==> src/rtl/vga_timing_gen.sv <==
// rtl/vga_timing_gen.sv - pixel-clock divider and 640x480@60 raster timing generator
// All outputs are registered from the next-state counter values, so they move on the same edge as the counters.
module vga_timing_gen #(
  parameter int CLK_DIV  = 2,
  parameter int H_ACTIVE = 640,
  parameter int H_FP     = 16,
  parameter int H_SYNC   = 96,
  parameter int H_BP     = 48,
  parameter int V_ACTIVE = 480,
  parameter int V_FP     = 10,
  parameter int V_SYNC   = 2,
  parameter int V_BP     = 33
) (
  input  logic       clk,
  input  logic       reset,
  output logic       n25MHZCLK,
  output logic       pixel_tick,
  output logic       hsync,
  output logic       vsync,
  output logic       n_sync,
  output logic       n_blanc,
  output logic [9:0] x,
  output logic [9:0] y,
  output logic       frame_start
);

  localparam int H_TOTAL = H_ACTIVE + H_FP + H_SYNC + H_BP;
  localparam int V_TOTAL = V_ACTIVE + V_FP + V_SYNC + V_BP;
  localparam int DW      = $clog2(CLK_DIV);

  localparam logic [DW-1:0] DIV_MAX  = DW'(CLK_DIV - 1);
  localparam logic [DW-1:0] DIV_HALF = DW'(CLK_DIV / 2);
  localparam logic [9:0]    H_MAX    = 10'(H_TOTAL - 1);
  localparam logic [9:0]    V_MAX    = 10'(V_TOTAL - 1);
  // 11-bit bounds so a sync ending exactly at 1024 does not wrap to zero
  localparam logic [10:0]   H_VIS    = 11'(H_ACTIVE);
  localparam logic [10:0]   V_VIS    = 11'(V_ACTIVE);
  localparam logic [10:0]   HS_START = 11'(H_ACTIVE + H_FP);
  localparam logic [10:0]   HS_END   = 11'(H_ACTIVE + H_FP + H_SYNC);
  localparam logic [10:0]   VS_START = 11'(V_ACTIVE + V_FP);
  localparam logic [10:0]   VS_END   = 11'(V_ACTIVE + V_FP + V_SYNC);

  if (H_TOTAL > 1024 || V_TOTAL > 1024) begin : g_bad_total
    $error("vga_timing_gen: H_TOTAL and V_TOTAL must be <= 1024");
  end
  if (CLK_DIV < 2 || (CLK_DIV % 2) != 0) begin : g_bad_div
    $error("vga_timing_gen: CLK_DIV must be even and >= 2");
  end

  logic [DW-1:0] div_q, div_d;
  logic [9:0]    h_q, h_d;
  logic [9:0]    v_q, v_d;
  logic          tick_q, tick_d;
  logic          fs_q, fs_d;
  logic          pclk_q, pclk_d;
  logic          hs_q, hs_d;
  logic          vs_q, vs_d;
  logic          nb_q, nb_d;

  always_comb begin
    div_d  = div_q;
    h_d    = h_q;
    v_d    = v_q;
    tick_d = 1'b0;
    fs_d   = 1'b0;
    if (div_q == DIV_MAX) begin
      div_d  = '0;
      tick_d = 1'b1;
      if (h_q == H_MAX) begin
        h_d = '0;
        if (v_q == V_MAX) begin
          v_d  = '0;
          fs_d = 1'b1;
        end else begin
          v_d = v_q + 10'd1;
        end
      end else begin
        h_d = h_q + 10'd1;
      end
    end else begin
      div_d = div_q + 1'b1;
    end
    pclk_d = (div_d >= DIV_HALF);
    hs_d   = !(({1'b0, h_d} >= HS_START) && ({1'b0, h_d} < HS_END));
    vs_d   = !(({1'b0, v_d} >= VS_START) && ({1'b0, v_d} < VS_END));
    nb_d   = ({1'b0, h_d} < H_VIS) && ({1'b0, v_d} < V_VIS);
  end

  always_ff @(posedge clk) begin
    if (reset) begin
      div_q  <= '0;
      h_q    <= '0;
      v_q    <= '0;
      tick_q <= 1'b0;
      fs_q   <= 1'b0;
      pclk_q <= 1'b0;
      hs_q   <= 1'b1;
      vs_q   <= 1'b1;
      nb_q   <= 1'b1;
    end else begin
      div_q  <= div_d;
      h_q    <= h_d;
      v_q    <= v_d;
      tick_q <= tick_d;
      fs_q   <= fs_d;
      pclk_q <= pclk_d;
      hs_q   <= hs_d;
      vs_q   <= vs_d;
      nb_q   <= nb_d;
    end
  end

  assign n25MHZCLK   = pclk_q;
  assign pixel_tick  = tick_q;
  assign hsync       = hs_q;
  assign vsync       = vs_q;
  assign n_sync      = 1'b0;
  assign n_blanc     = nb_q;
  assign x           = h_q;
  assign y           = v_q;
  assign frame_start = fs_q;

endmodule

==> config.mk <==
export PLATFORM = sky130hd
export DESIGN_NAME = vga_timing_gen
export DESIGN_NICKNAME = d
export VERILOG_FILES = /design/src/rtl/vga_timing_gen.sv
export SDC_FILE = /design/constraint.sdc
export NUM_CORES = 1
export LEC_CHECK = 0
export CORE_MARGIN = 1.5
export CORE_UTILIZATION = 45
export DETAILED_ROUTE_END_ITERATION = 7
export PLACE_DENSITY = 0.71
export RECOVER_POWER = 25
export REMOVE_ABC_BUFFERS = 1
export SYNTH_ARGS = -nofsm -noshare
export SYNTH_HDL_FRONTEND = slang
export SYNTH_SLANG_ARGS = --single-unit
==> constraint.sdc <==
create_clock -name clk -period 1.95 [get_ports clk]
set_clock_uncertainty 0.05 [all_clocks]
set_input_delay 0.585 -clock clk [delete_from_list [all_inputs] [get_ports clk]]
set_output_delay 0.585 -clock clk [all_outputs]
set_load 0.01 [all_outputs]
; Word-level counts from Yosys, hierarchy flattened
; Cells that the tools add are included.
[totals]
reg_bits = 27
inputBits = 2
output_inout_bits = 27
wordCells = 37
[op_classes]
addsub = 3
order_cmp = 7
eq_ne = 2
mux = 8
bitwise_logic = 2
n_reduce_logical = 6
[op_table]
columns = operator, n
row1 = 10-bit 2-to-1 mux, 5
row2 = "10-bit by 1-bit adder with 10-bit output, second input constant", 2
row3 = "10-bit == test, second input constant", 2
row4 = "10-bit less-than comparator, second input constant", 2
row5 = "10-bit by 9-bit less-than comparator with 1-bit output, second input constant", 2
row6 = "10-bit greater-or-equal comparator, second input constant", 1
row7 = "10-bit by 9-bit greater-or-equal comparator with 1-bit output, second input constant", 1
row8 = 1-bit logical AND, 3
row9 = 1-bit 2-to-1 mux, 3
row10 = 3-bit OR reduction, 1
row11 = 1-bit zero test, 2
row12 = 1-bit NOT, 2
row13 = "1-bit adder, second input constant", 1
row14 = "1-bit greater-or-equal comparator, second input constant", 1

; Depth between registers and ports, before layout
; Gate-level depths: netlist (run 1).
[depth]
ltp_word = 7
ltp_mapped = 8
depth_no_buf = 7

; Worst setup path after synthesis (run 1)
; No wires, ideal clock.
[synth_timing]
path_type = reg2reg
from = reg h_q[0] (netlist: x[0])
to = reg vs_q (netlist: vsync)
setup_time_ps = 123
arrival_ps = 1998
t_required_ps = 1777
setup_slack_ps = -221
path_stages_with_launch = 9
path_buffers = 1
synth_period_minus_slack_ps = 2171
path_cell_list = dfxtp_1 ha_1 and2_0 nand4_1 buf_2 or4_4 a21oi_2 and4b_1 nand3_1
[synth_between]
elab_chain_len = 6
word_cells_on_any_way = 7
classes_between = order compare (2) / eq/ne (1) / mux (2) / reduce/logical (2)
[synth_lines]
columns = item, line
row1 = "start, declared", 51  ; logic [9:0] h_q, h_d;
row2 = "start signal, assigned", 92  ; h_q <= '0;
row3 = "start signal, assigned", 102  ; h_q <= h_d;
row4 = 10-bit == test (*), 69  ; if (h_q == H_MAX) begin
row5 = 10-bit 2-to-1 mux (*), 69
row6 = 10-bit 2-to-1 mux (*), 66  ; if (div_q == DIV_MAX) begin
row7 = 10-bit by 9-bit greater-or-equal comparator with 1-bit output or 10-bit by 9-bit less-than comparator with 1-bit output (tied branches), 85  ; vs_d = !(({1'b0, v_d} >= VS_START) && ({1'b0, v_d} < VS_END));
row8 = 1-bit logical AND (*), 85
row9 = 1-bit zero test (*), 85
row10 = "end signal, assigned", 108  ; vs_q <= vs_d;
row11 = "end, declared", 57  ; logic vs_q, vs_d;
; Mark *: on every way between the ends. The rest lies on a longest branch, timed or not.
; A chain may end at the register's enable or synchronous reset.

; Worst setup path after layout (run 1)
[layout_timing]
from = reg v_q[6] (netlist: y[6])
to = out y[6]
[layout_rtl]
columns = item, line
row1 = "start, declared", 52  ; logic [9:0] v_q, v_d;
row2 = "start signal, assigned", 103  ; v_q <= v_d;
row3 = "end, declared", 23  ; output logic [9:0] y,
; No word-level cell between the ends.

==> run metrics, run 1 <==
Core Rows 20; Power Dens Cells around 440 nW/µm²; largest net degree at the start of global routing 17; Compound-Gate Fraction of Synth Area 12.84%; drt first pass iters 4; Synth area leaders dfxtp_1, nor2_1, xor2_1; Syn Inst Count about 170; initial antenna violation count 0; initial core utilization about 46%; routed via count 1,420; Post-synth EDFFs 0; Worst path max stage delay about 0.54 ns; combinational family with the most area after synthesis simple AND/OR/NAND/NOR gates; clk slew on worst S/H paths 0.15 ns; Synth cell types 42; Final Hold Fails 0; Final Max Tran Viols 0; critical path type reg -> out; full die area 3440 µm²; top-count cell post-synth dfxtp_1; total track usage roughly a fifth; DRC viols 0; Place WS 0.002670 ns; number of global-route vias before repair approximately 1,300; H-tree depth 1; crit path DAT roughly 1.3 ns; final wirelength ~3.5 mm; CTS tree yes; clk_lat worst skew ~0.32 ns; gr ovfl total 0; Buf/Inv on CP 1; slowest CP cell clkdlybuf4s50_1; met2 wire len between 1.5 and 2 mm; critical-path maximum fanout 6; PnR worst setup slack 0.03713 ns; total power roughly 860 µW; Critical Path End Type output port; mux cell area share after synthesis about 1.5%; critical path startpoint category flop; final setup vio count 0; Cell Area, Synth between 1000 and 1500 µm²; CP cell instances clkdlybuf4s50_1; synthesized area per cell between 8 and 9 µm²; Synth Area in XOR/XNOR ~8%; top-area cell type share of the netlist area 37.34%; Tmin final between 1.5 and 2 ns; biggest area consumer among synthesized cells dfxtp_1; Simple-Gate Fraction of Synth Area ~31%; chip width approximately 59 µm; first-pass GRT wire length approximately 5.6 mm; core area ~3000 µm²; hold buffers post-CTS 0; gpl congestion around 1.0; DIE HEIGHT approximately 59 µm; TritonCTS Buffers 3; synth-to-layout area growth 40.48%; top cell family by delay on the critical path buffers and inverters; status complete, no violations; register bit count reported by yosys 26; WL met1 approximately 1.6 mm; PortBufs 27; post-synthesis sequential area ratio a little under two fifths; DP HPWL ~2.5 mm; clk sink count 26; Detail Route Antenna Nets 0; hold_ws between 0.4 and 0.5 ns; Clock Tree Buf Depth 2; synth cell count leaders dfxtp_1, nor2_1, nand2_1, nand3_1, nor3_1; crit share post-route a little over nine tenths; min-delay worst type reg -> reg; setup_tns 0 ns; vias per inst between 5 and 6; layout cells sized above 1 25.57%; FFs w/ async S/R, synth 0%; Iter 0 DRT Violations a little over 80; yosys warns 0; critical path data required time around 1.3 ns; Adder-Cell Fraction of Synth Area roughly 2.7%; FILL cells between 200 and 300; Max VDD drop 336.5 µV; met3 wire len 122 µm; fin nets between 200 and 250; FMAX approximately 520 MHz; P_leak ~0.00083 µW; ANT cells 0; I/O pins 29; RSZ-0062 raised after global routing true; Routed WL per cell between 10 and 15 µm; max cap viols 0; Top FF cell, synth dfxtp_1; CTS Root Cell clkbuf_4; Top Layer Used met4
## power breakdown
group | internal, µW | switching (µW) | total (µW)
combinational | 25.6 | 23.7 | 49.3
sequential | 528 | 4.85 | 533
clock | 114 | 166 | 281
total | 668 | 195 | 863
## worst register-to-register path: cells and delay by family, from the launching register on
family          cells  cell delay [ns]
fa+ha+maj           1             0.18
simple gates        5             1.09
flops               1             0.36
compound gates      1             0.13
## area by class of cell
cell class                 instances  area, µm²  area share (%)
clock buffer                       4      36.28           1.853
inverter                           5      18.77          0.9585
multi-input combinational        129      830.8           42.43
sequential                        26      555.5           28.37
tap                               33      41.29           2.109
timing repair buffer              55      475.5           24.28
## per-layer routing
metal | track usage, % | vias up
li1 | - | 705
met1 | 26.68 | 671
met2 | 35.15 | 38
met3 | 2.857 | 6
met4 | 8.766 | 0
met5 | 0 | -
## state kept, by name, summed over array words and instances (netlist names)
name / cells
frame_start: 1
vsync: 1
div_q: 1
hsync: 1
y: 10
x: 10
n_blanc: 1
pixel_tick: 1
## final timing paths
check / start / end / slack [ns] / depth (start not counted)
hold / removal: div_q$_SDFF_PP0_ / div_q$_SDFF_PP0_ / 0.43 / 1
setup reg to reg: x[1]$_SDFF_PP0_ / vsync$_SDFF_PP1_ / 0.05 / 7
setup / recovery: y[6]$_SDFF_PP0_ / y[6] / 0.04 / 1
hold reg to reg: div_q$_SDFF_PP0_ / div_q$_SDFF_PP0_ / 0.43 / 1
## metrics by stage
step | instance area (µm²) | cells | util, %
4_1_cts | 1868 | 248 | 62.21
5_1_grt | 1958 | 252 | 65.21
3_5_place_dp | 1823 | 244 | 60.71
2_1_floorplan | 1331 | 160 | -
3_3_place_gp | 1823 | 244 | 60.71
6_report | 1958 | 252 | 65.21
## logic make-up (layout without fill, tap and decap cells)
kind of cell / Yosys count / after routing
other: 1 / 1
muxes: 2 / 2
DFF: 26 / 26
xor gates and xnor gates: 13 / 13
AOI/OAI and AO/OA: 28 / 28
buffers and inverters: 18 / 64
adders and majority gates: 3 / 3
and+or+nand+nor: 82 / 82
## what timing repair did
item / in CTS / in global routing
gates resized for setup: 25 / 21
buffers inserted: 0 / 4
setup endpoints to repair: 20 / 12
pin swaps: 0 / 4
## cell usage in the layout, fill, tap and decap left out, types with 5 or more instances in the layout
master | synthesis | layout
a21oi_1 | 8 | 8
buf_4 | 1 | 28
clkdlybuf4s50_1 | 0 | 13
dfxtp_1 | 26 | 12
dfxtp_2 | 0 | 7
dfxtp_4 | 0 | 7
dlygate4sd2_1 | 0 | 10
inv_1 | 5 | 5
nand2_1 | 11 | 11
nand3_1 | 11 | 11
nand4_1 | 7 | 7
nor2_1 | 23 | 23
nor3_1 | 10 | 10
xnor2_1 | 5 | 5
xor2_1 | 8 | 8
(Power assumes the default switching activity.)
==> inputs of run 2 (changes only) <==
Settings changed: RECOVER_POWER 25 to default.
==> run metrics, run 2 (same netlist as run 1, synthesis figures left out) <==
min-delay worst type reg -> reg; total track usage 20.83% (unchanged); Final Hold Fails 0 (unchanged); Final Max Tran Viols 0 (unchanged); Worst path max stage delay 0.54 ns (about the same); status complete, no violations; total power 863.7 µW (about the same); Buf/Inv on CP 1 (unchanged); Tmin final 1.913 ns (-0.00007920 ns); Max VDD drop 336.5 µV (unchanged); gr ovfl total 0 (unchanged); PortBufs 27 (unchanged); routed via count 1,420 (unchanged); crit share post-route 98.09% (about the same); combinational share of power 5.8% (about the same); ANT cells 0 (unchanged); top cell family by delay on the critical path buffers and inverters; Core Util, Final 65.21% (unchanged); Detail Route Antenna Nets 0 (unchanged); initial antenna violation count 0 (unchanged); RSZ-0062 raised after global routing true; clock share of power 32.5% (about the same); commonest non-fill, non-tap cells in the layout buf_4, nor2_1, clkdlybuf4s50_1; area of the multi-input gates 830.8 µm² (unchanged); FILL cells 272 (unchanged); synth-to-layout area growth 40.48% (unchanged); max cap viols 0 (unchanged); TritonCTS Buffers 3 (unchanged); Switching Share 22.57% (about the same); Power Dens Cells 441.1 nW/µm² (about the same); clk slew on worst S/H paths 0.15 ns (about the same); Iter 0 DRT Violations 82 (unchanged); Core Rows 20 (unchanged); gpl congestion 1.000 (unchanged); register area 555.5 µm² (unchanged); layout cells sized above 1 25.57% (unchanged); vias per inst 5.635 (unchanged); initial core utilization 46.42% (unchanged); chip width 58.66 µm (unchanged); CTS tree yes; clk_lat worst skew 0.32 ns (about the same); R2R setup slack 0.05 ns (about the same); critical path type reg -> out; drt first pass iters 4 (unchanged); full die area 3440 µm² (unchanged); clk sink count 26 (unchanged); final wirelength 3.488 mm (unchanged); fin nets 225 (unchanged); Crit. Startpoint y[6]$_SDFF_PP0_; Flop pwr share 61.7% (about the same); critical-path maximum fanout 6 (unchanged); DIE HEIGHT 58.66 µm (unchanged); Routed WL per cell 13.84 µm (unchanged); min-delay src div_q$_SDFF_PP0_; FMAX 522.8 MHz (about the same); P_leak 0.0008310 µW (about the same); number of global-route vias before repair 1,267 (unchanged); CTS Root Cell clkbuf_4; critical path data required time 1.31 ns (about the same); crit path DAT 1.28 ns (about the same); first-pass GRT wire length 5.554 mm (unchanged); H-tree depth 1 (unchanged); DRC viols 0 (unchanged); switching pwr 194.9 µW (about the same); R2R Path Start x[1]$_SDFF_PP0_; final setup vio count 0 (unchanged); CP cell instances clkdlybuf4s50_1; Critical Path End Type output port; cell internal pwr 668.7 µW (about the same); commonest non-fill, non-tap cell in the layout buf_4; I/O pins 29 (unchanged); slowest CP cell clkdlybuf4s50_1; largest net degree at the start of global routing 17 (unchanged); Clock Tree Buf Depth 2 (unchanged); core area 3003 µm² (unchanged); critical path startpoint category flop; DP HPWL 2.477 mm (unchanged)
run 2: cell types whose count changed in the layout (fill, tap and decap cells not counted), sizes merged:
cell           before  now
clkdlybuf4s50      13   14
dlygate4sd3         1    0
run 2: repair_timing:
action | 4_1_cts | 5_1_grt
pin swaps | 0 | 4
gates resized for setup | 25 | 21
setup buffers | 0 | 4
hold buffers | 0 | 0
endpoints found under the setup margin | 20 | 12
endpoints found under the hold margin | 0 | 0
run 2: power groups by stage:
stage / clock network [µW] / registers [µW] / logic, µW
finish: 281 / 533 / 49.7
global route: 298 / 534 / 54.6
CTS: 281 / 541 / 44.2
detailed placement: 0 / 554 / 45.8
global placement: 0 / 553 / 44.6
floorplan: 0 / 557 / 11.4
run 2: final timing paths:
check,depth (start not counted),end
worst max register to register,7,vsync$_SDFF_PP1_
worst min register to register,1,div_q$_SDFF_PP0_
worst min-delay path,1,div_q$_SDFF_PP0_
worst max-delay path,1,y[6]
run 2: area by class of cell:
| class | instances | share of cell area (%) |
|---|---|---|
| multi-input cells | 129 | 42.43 |
| flip-flops and latches | 26 | 28.37 |
| repair buffers | 55 | 24.28 |
| well taps | 33 | 2.109 |
| clock buffers | 4 | 1.853 |
| inverters | 5 | 0.9585 |
run 2: layer usage:
layer | part of all wire [%] | wire length (µm) | vias to the layer above | GRT usage (%)
met4 | 1.5 | 52 | 0 | 8.766
met3 | 3.5 | 122 | 6 | 2.857
met2 | 48 | 1685 | 38 | 35.15
li1 | - | - | 705 | -
met5 | 0 | 0 | - | 0
met1 | 47 | 1627 | 671 | 26.68
run 2: per-stage QoR:
step,TNS (ns),setup slack [ns],cells,instance area [µm²],hold WS (ns)
3_5_place_dp,0,0.002670,244,1823,0.4738
3_3_place_gp,0,0.06050,244,1823,0.4720
2_1_floorplan,-0.6137,-0.3134,160,1331,0.4578
6_report,0,0.03721,252,1958,0.4301
5_1_grt,-0.1021,-0.05147,252,1958,0.4525
4_1_cts,0,0.004555,248,1868,0.4454
==> inputs of run 3 (changes only) <==
Clock period 1.95 ns to 1.69 ns, I/O delays scaled along.
==> run metrics, run 3 (same netlist as run 1, synthesis figures left out) <==
Iter 0 DRT Violations 94 (+15%); Tmin final slightly below 2 ns; Place WS -0.2789 ns (-0.2815 ns); number of global-route vias before repair 1,438 (+13%); Detail Route Antenna Nets 0 (unchanged); Core Util, Final 74.04% (+8.8 points); initial antenna violation count 0 (unchanged); vias per inst 5.678 (+0.77%); DP HPWL 2.823 mm (+14%); fin nets 257 (+14%); routed via count 1,607 (+13%); I/O pins 29 (unchanged); Routed WL per cell 15.04 µm (+8.7%); Clock Tree Buf Depth 2 (unchanged); gpl congestion 0.9406 (-5.9%); DIE HEIGHT 58.66 µm (unchanged); PnR worst setup slack -0.2814 ns (-0.3187 ns); core area 3003 µm² (unchanged); clk slew on worst S/H paths 0.14 ns (about the same); drt first pass iters 4 (unchanged); status finished, violations left; total power 942.4 µW (+9.1%); final setup vio count 7 (+7); PortBufs 27 (unchanged); critical path data required time 1.86 ns (+0.55 ns); clk sink count 26 (unchanged); Core Rows 20 (unchanged); CTS tree yes; commonest non-fill, non-tap cell in the layout buf_4; min-delay worst type reg -> reg; CP cell instances ha_4, and2_4, nand4_1, or4_4, a21oi_2, and4b_1, nand3_1; final wirelength 4.257 mm (+22%); critical path startpoint category flop; Worst path max stage delay 0.56 ns (+0.02 ns); clk_lat worst skew 0.33 ns (about the same); commonest non-fill, non-tap cells in the layout buf_4, nor2_1, dlygate4sd2_1; Critical Path End Type flop; crit share post-route 116.7%; synth-to-layout area growth 59.52%; first-pass GRT wire length 6.279 mm (+13%); TritonCTS Buffers 3 (unchanged); Final Hold Fails 0 (unchanged); Flop pwr share 66.1% (+4.4 points); failing checks negative setup slack; largest net degree at the start of global routing 17 (unchanged); total track usage 23.49% (+2.7 points); clock share of power 27.7% (-4.8 points); max cap viols 0 (unchanged); DRC viols 0 (unchanged); layout cells sized above 1 40.00% (+14 points); Final Max Tran Viols 0 (unchanged); gr ovfl total 0 (unchanged); Switching Share 22.71% (+0.14 points); Power Dens Cells 423.9 nW/µm² (-3.9%); chip width 58.66 µm (unchanged); critical path type reg -> reg; slowest CP cell or4_4; switching pwr 214.0 µW (+9.8%); RSZ-0062 raised after global routing true; initial core utilization 46.42% (unchanged); FMAX a little over 500 MHz; combinational share of power 6.1% (+0.3 points); ANT cells 0 (unchanged); critical-path maximum fanout 2 (-4); P_leak 0.0009905 µW (+19%); Max VDD drop 487.5 µV (+45%); CTS Root Cell clkbuf_4; full die area 3440 µm² (unchanged); H-tree depth 1 (unchanged); FILL cells 230 (-15%); crit path DAT 2.14 ns (+0.86 ns); cell internal pwr 728.4 µW (+8.9%)
==> run 3: layout make-up <==
cell class	count	area, µm²	share of cell area, %
multi-input combinational	129	885.9	39.84
sequential	26	546.8	24.59
timing repair buffer	87	708.2	31.85
tap	33	41.29	1.857
inverter	5	18.77	0.8441
clock buffer	3	22.52	1.013
==> run 3: stage by stage <==
step	TNS, ns	area, µm²	hold slack, ns	cells
floorplan	-2.081	1331	0.4578	160
global placement	-0.6067	1988	0.4389	266
detailed placement	-1.082	1988	0.4414	266
CTS	-0.8851	2085	0.4166	273
global route	-1.706	2223	0.4340	283
finish	-0.8474	2223	0.4210	283
==> run 3: path summary, 6_finish.rpt <==
| kind | startpoint | endpoint | slack, ns | cells after the start |
|---|---|---|---|---|
| worst min register to register | div_q$_SDFF_PP0_ | div_q$_SDFF_PP0_ | 0.42 | 1 |
| worst max register to register | x[1]$_SDFF_PP0_ | vsync$_SDFF_PP1_ | -0.28 | 7 |
| worst max-delay path | x[1]$_SDFF_PP0_ | vsync$_SDFF_PP1_ | -0.28 | 7 |
| worst min-delay path | div_q$_SDFF_PP0_ | div_q$_SDFF_PP0_ | 0.42 | 1 |
==> run 3: per-layer routing <==
| metal | part of all wire (%) | vias to the layer above | track usage, % |
|---|---|---|---|
| li1 | - | 773 | - |
| met1 | 41 | 761 | 29.00 |
| met2 | 52 | 63 | 42.38 |
| met3 | 4.7 | 10 | 2.637 |
| met4 | 1.9 | 0 | 7.792 |
| met5 | 0 | - | 0 |
==> run 3: power groups by stage <==
| stage | Combinational (µW) | Clock [µW] | Sequential, µW |
|---|---|---|---|
| 2_1_floorplan | 13.1 | 0 | 643 |
| 3_3_place_gp | 55.2 | 0 | 637 |
| 3_5_place_dp | 57.6 | 0 | 638 |
| 4_1_cts | 55.3 | 267 | 624 |
| 5_1_grt | 61.0 | 286 | 624 |
| 6_report | 57.6 | 261 | 623 |
==> run 3: what timing repair did <==
| item | CTS | global route |
|---|---|---|
| endpoints found under the hold margin | 0 | 0 |
| pin swaps | 7 | 18 |
| gates cloned | 0 | 0 |
| hold buffers | 0 | 0 |
| resized for setup | 62 | 24 |
| buffers inserted | 4 | 12 |
| endpoints found under the setup margin | 35 | 19 |
==> run 3: worst max-delay path, delay by kind of cell, from the launching register on <==
kind / cells / cell delay [ns]
fa+ha+maj: 1 / 0.15
compound gates: 1 / 0.13
flops: 1 / 0.39
simple gates: 5 / 1.16
